===== src/rtl/interval_meter_if.sv =====
// Measurement port of the interval meter: event/abort in, strobed result out.
interface interval_meter_if #(
  parameter int W = 8
);
  logic         evt;
  logic         stop;
  logic [W-1:0] value;
  logic         get;
  logic         over;
  logic         armed;

  modport master (
    output evt,
    output stop,
    input  value,
    input  get,
    input  over,
    input  armed
  );

  modport slave (
    input  evt,
    input  stop,
    output value,
    output get,
    output over,
    output armed
  );
endinterface


===== src/rtl/interval_meter_edge_detect.sv =====
// Rising-edge detector for an already-synchronous input.
// The delay register resets high so an input held high through reset is not taken as an edge.
module edge_detect (
  input  logic clock,
  input  logic reset,
  input  logic din,
  output logic rise
);
  logic din_q;

  always_ff @(posedge clock or negedge reset) begin
    if (!reset) din_q <= 1'b1;
    else        din_q <= din;
  end

  assign rise = din & ~din_q;
endmodule


===== src/rtl/interval_meter.sv =====
// Counts clock cycles between successive rising edges of evt and strobes each result.
//   state | meaning
//   IDLE  | waiting for a rising edge to start timing
//   RUN   | timing an interval; each edge closes one interval and opens the next
module interval_meter #(
  parameter int W = 8
) (
  input  logic             clock,
  input  logic             reset,
  interval_meter_if.slave  bus
);
  typedef enum logic {IDLE = 1'b0, RUN = 1'b1} state_t;

  localparam logic [W-1:0] CNT_MAX  = {W{1'b1}};
  localparam logic [W-1:0] CNT_LAST = {{(W-1){1'b1}}, 1'b0};

  state_t       state;
  logic [W-1:0] cnt;
  logic [W-1:0] value_r;
  logic         get_r;
  logic         over_r;
  logic         armed_r;
  logic         edge_hit;

  edge_detect u_edge (
    .clock (clock),
    .reset (reset),
    .din   (bus.evt),
    .rise  (edge_hit)
  );

  always_ff @(posedge clock or negedge reset) begin
    if (!reset) begin
      state   <= IDLE;
      cnt     <= '0;
      value_r <= '0;
      get_r   <= 1'b0;
      over_r  <= 1'b0;
      armed_r <= 1'b0;
    end else begin
      get_r <= 1'b0;
      case (state)
        IDLE: begin
          if (!bus.stop && edge_hit) begin
            cnt     <= '0;
            state   <= RUN;
            armed_r <= 1'b1;
          end
        end
        RUN: begin
          // stop outranks a coinciding edge or timeout
          if (bus.stop) begin
            state   <= IDLE;
            armed_r <= 1'b0;
          end else if (edge_hit) begin
            value_r <= cnt + 1'b1;
            over_r  <= 1'b0;
            get_r   <= 1'b1;
            cnt     <= '0;
          end else if (cnt == CNT_LAST) begin
            value_r <= CNT_MAX;
            over_r  <= 1'b1;
            get_r   <= 1'b1;
            state   <= IDLE;
            armed_r <= 1'b0;
          end else begin
            cnt <= cnt + 1'b1;
          end
        end
        default: begin
          state   <= IDLE;
          armed_r <= 1'b0;
        end
      endcase
    end
  end

  assign bus.value = value_r;
  assign bus.get   = get_r;
  assign bus.over  = over_r;
  assign bus.armed = armed_r;
endmodule


===== src/flat_wrapper.sv =====
// flat-port wrapper written by rule: the top's interface ports become plain ports
module interval_meter_flat 
#(
  parameter int W = 8
)
  (clock, reset, bus_evt, bus_stop, bus_value, bus_get, bus_over, bus_armed);
  interval_meter_if #(.W(W)) bus_i ();
  input  logic clock;
  input  logic reset;
  input wire logic [$bits(bus_i.evt)-1:0] bus_evt;
  input wire logic [$bits(bus_i.stop)-1:0] bus_stop;
  output wire logic [$bits(bus_i.value)-1:0] bus_value;
  output wire logic [$bits(bus_i.get)-1:0] bus_get;
  output wire logic [$bits(bus_i.over)-1:0] bus_over;
  output wire logic [$bits(bus_i.armed)-1:0] bus_armed;
  assign bus_i.evt = bus_evt;
  assign bus_i.stop = bus_stop;
  assign bus_value = bus_i.value;
  assign bus_get = bus_i.get;
  assign bus_over = bus_i.over;
  assign bus_armed = bus_i.armed;
  interval_meter #(.W(W)) u_core (.clock(clock), .reset(reset), .bus(bus_i));
endmodule

===== config.mk =====
export PLATFORM = sky130hd
export DESIGN_NAME = interval_meter_flat
export DESIGN_NICKNAME = d
export VERILOG_FILES = /design/src/rtl/interval_meter_if.sv /design/src/rtl/interval_meter_edge_detect.sv /design/src/rtl/interval_meter.sv /design/src/flat_wrapper.sv
export SDC_FILE = /design/constraint.sdc
export NUM_CORES = 1
export LEC_CHECK = 0
export CORE_ASPECT_RATIO = 1.4
export CORE_MARGIN = 2
export CORE_UTILIZATION = 35
export DETAILED_ROUTE_END_ITERATION = 8
export PLACE_DENSITY_LB_ADDON = 0.12
export SLEW_MARGIN = 20
export SYNTH_ARGS = -nofsm -noshare
export SYNTH_HDL_FRONTEND = slang
export SYNTH_HIERARCHICAL = 1
export SYNTH_SLANG_ARGS = --single-unit
export TNS_END_PERCENT = 30

===== constraint.sdc =====
create_clock -name clock -period 2.5 [get_ports clock]
set_clock_uncertainty 0.05 [all_clocks]
set_input_delay 0.5 -clock clock [delete_from_list [all_inputs] [get_ports clock]]
set_output_delay 0.5 -clock clock [all_outputs]
set_load 0.05 [all_outputs]

==> impl_metrics.env <==
export IMPL_status="completed"
export IMPL_areaGrowthSynthToFinish_pct=19.9
export IMPL_cts_tree="built"
export IMPL_hold_buffers=0
export IMPL_power_total_mw=1.05
export IMPL_firstDrtPassIters=2
export IMPL_worstHoldPathType="flop to flop"
export IMPL_power_density_nw_per_um2=804
export IMPL_die_h_um=70.1
export IMPL_placed_cells_incl_taps=145
export IMPL_finalInstanceArea_um2=1310
export IMPL_cts_sink_count=21
export IMPL_critical_path_class="flop to primary output"
export IMPL_crit_buf_inv=1
export IMPL_grt_pass1_vias=824
export IMPL_worst_slack_ns=0.509
export IMPL_required_ns=1.95
export IMPL_synth_cells=95
export IMPL_placed_area_um2=1260
export IMPL_ant_nets=0
export IMPL_whs_ns=0.448
export IMPL_synthesis_nets=101
export IMPL_route_detailed_drc=0
export IMPL_wl_per_cell_um=14.9
export IMPL_core_area_um2=3030
export IMPL_track_usage_pct=13.8
export IMPL_clk_latency_ns=0.26
export IMPL_clk_pin_slew_ns=0.08
export IMPL_vias=775
export IMPL_final_cell_mix="20 x dfrtp_1, 14 x clkdlybuf4s50_1, 9 x nand3_1, 7 x nand2_1, 7 x a2bb2oi_2"
export IMPL_fin_crit_sh_pct=79.7
export IMPL_power_frac_seq_pct=43.8
export IMPL_yosys_top_cells_area="dfrtp_1 46%, a2bb2oi_2 9.6%, nand3_1 4.1%"
export IMPL_power_share_combinational_pct=35.3
export IMPL_async_reset_ff_share_pct=100
export IMPL_dp_slack_ns=0.485
export IMPL_slew_headroom_pct=61.6
export IMPL_final_util_pct=43.2
export IMPL_p_sw_uw=391
export IMPL_grt_pass1_wl_um=3750
export IMPL_multi_input_area_um2=518
export IMPL_htreeDepth=1
export IMPL_final_max_slew_viol_count=0
export IMPL_cp_top_family="buffers and inverters"
export IMPL_numCtsBuffers=3
export IMPL_final_cells=149
export IMPL_crit_path_start_kind="flop"
export IMPL_crit_arrival_ns=1.44
export IMPL_end_kind="primary output"
export IMPL_final_nets=117
export IMPL_initialDrtViolationCount=23
export IMPL_n_antenna_cell=0
export IMPL_clock_path_buffers=2
export IMPL_internal_power_uw=663
export IMPL_placementRows=24
export IMPL_hold_viol_final=0
export IMPL_maxCapViolCount=0
export IMPL_synthFlopType="dfrtp_1"
export IMPL_die_w_um=51.2
export IMPL_yosysSeqAreaShare_pct=48.2
export IMPL_clockRootBuffer="clkbuf_8"
export IMPL_crit_path_max_fanout=3
export IMPL_path_cells="clkdlybuf4s50_1"
export IMPL_regArea_um2=527
export IMPL_grt_max_degree=14
export IMPL_synth_area_um2=1090
export IMPL_ys_warn_count=6
export IMPL_layout_commonest_cell="dfrtp_1"
export IMPL_setup_viol=0
export IMPL_gp_congestion=0.857
export IMPL_antenna_found_initial=0
export IMPL_critPathSlowestCell="clkdlybuf4s50_1"
export IMPL_wl_um=2220
export IMPL_ir_worst_vdd_mv=0.348
export IMPL_drive_gt1_share_pct=19.1
export IMPL_leakage_nw=0.521
export IMPL_start_util_pct=36.0
export IMPL_max_stage_delay_ns=0.82
export IMPL_fin_crit_ns=1.99
export IMPL_worst_pin_slew_ns=0.574
export IMPL_place_hpwl_um=1650
export IMPL_synth_top_area_cell="dfrtp_1"
export IMPL_setup_tns_ns=0
export IMPL_syn_area_per_cell_um2=11.5
export IMPL_rsz0062_at_grt="no"
export IMPL_fillCellCount=303
export IMPL_fmax_mhz=502
export IMPL_post_cts_resized=0
export IMPL_ys_ff_latch=21
export IMPL_via_per_inst=5.20
export IMPL_postCtsSetupRepairBufs=0
export IMPL_dieArea_um2=3590
export IMPL_pwr_share_clk_pct=20.9
export IMPL_ys_types=40
export IMPL_swShare_pct=37.1
export IMPL_synth_top_area_share_pct=45.8
export IMPL_synth_edff_count=0
export IMPL_io_pins=15
export IMPL_grt_overflow=0
export IMPL_numPortBuffers=14
-- kinds of logic after synthesis --
group,after synthesis,synth area share (%)
simple gates,31,16.7
compound gates,25,22.7
flops,21,48.2
buf+inv,9,4.35
xor+xnor,6,4.81
fa+ha+maj,2,2.29
mux,1,0.916
-- metal layers --
metal	track usage, %	up-vias	wire, um	share of wire [%]
met3	2.99	4	89	4.0
met2	21.4	13	1100	50
met4	8.77	0	27	1.2
li1	-	379	-	-
met1	17.1	379	997	45
met5	0	-	0	0
-- cells in the mapped netlist, drive strengths merged (2+ instances only) --
| master | instances |
|---|---|
| a21oi | 3 |
| a2bb2oi | 7 |
| and2 | 2 |
| buf | 4 |
| dfrtp | 20 |
| ha | 2 |
| inv | 4 |
| nand2 | 7 |
| nand3 | 9 |
| nor2 | 4 |
| nor2b | 2 |
| o211ai | 2 |
| o21a | 2 |
| o21ai | 2 |
| o311ai | 3 |
| xnor2 | 4 |
| xor2 | 2 |
-- worst paths after layout --
check | startpoint | to | slack, ns | cells after the start
max | u_core/bus.armed | bus_armed | 0.51 | 1
min | u_core/bus.value[4] | u_core/bus.value[4] | 0.45 | 1
max reg2reg | u_core/cnt[0] | u_core/bus.value[1] | 0.62 | 6
min reg2reg | u_core/bus.value[4] | u_core/bus.value[4] | 0.45 | 1
max in group asynchronous | reset | u_core/cnt[3] | 1.30 | 2
min in group asynchronous | reset | u_core/bus.value[4] | 0.56 | 1
-- sequential cells by signal (all words and copies together), names as in the netlist --
| register | flops |
|---|---|
| u_core/bus.armed | 1 |
| u_core/bus.get | 1 |
| u_core/bus.over | 1 |
| u_core/bus.value | 8 |
| u_core/cnt | 8 |
| u_core/state | 1 |
| u_core/u_edge/din_q | 1 |
-- power by group through the flow --
stage / Sequential [mW] / Clock (mW) / Combinational, mW
2_1_floorplan: 0.602 / 0 / 0.118
3_3_place_gp: 0.469 / 0 / 0.376
3_5_place_dp: 0.469 / 0 / 0.376
4_1_cts: 0.462 / 0.229 / 0.377
5_1_grt: 0.470 / 0.250 / 0.395
6_report: 0.461 / 0.220 / 0.372
-- final cells by class --
cell class	instances	area share, %
Tap cell	39	3.72
Clock inverter	1	0.382
Timing Repair Buffer	16	11.8
Inverter	4	1.15
Sequential cell	21	40.2
Multi-Input combinational cell	65	39.5
Clock buffer	3	3.15
Power figures use the tool's default switching activity.
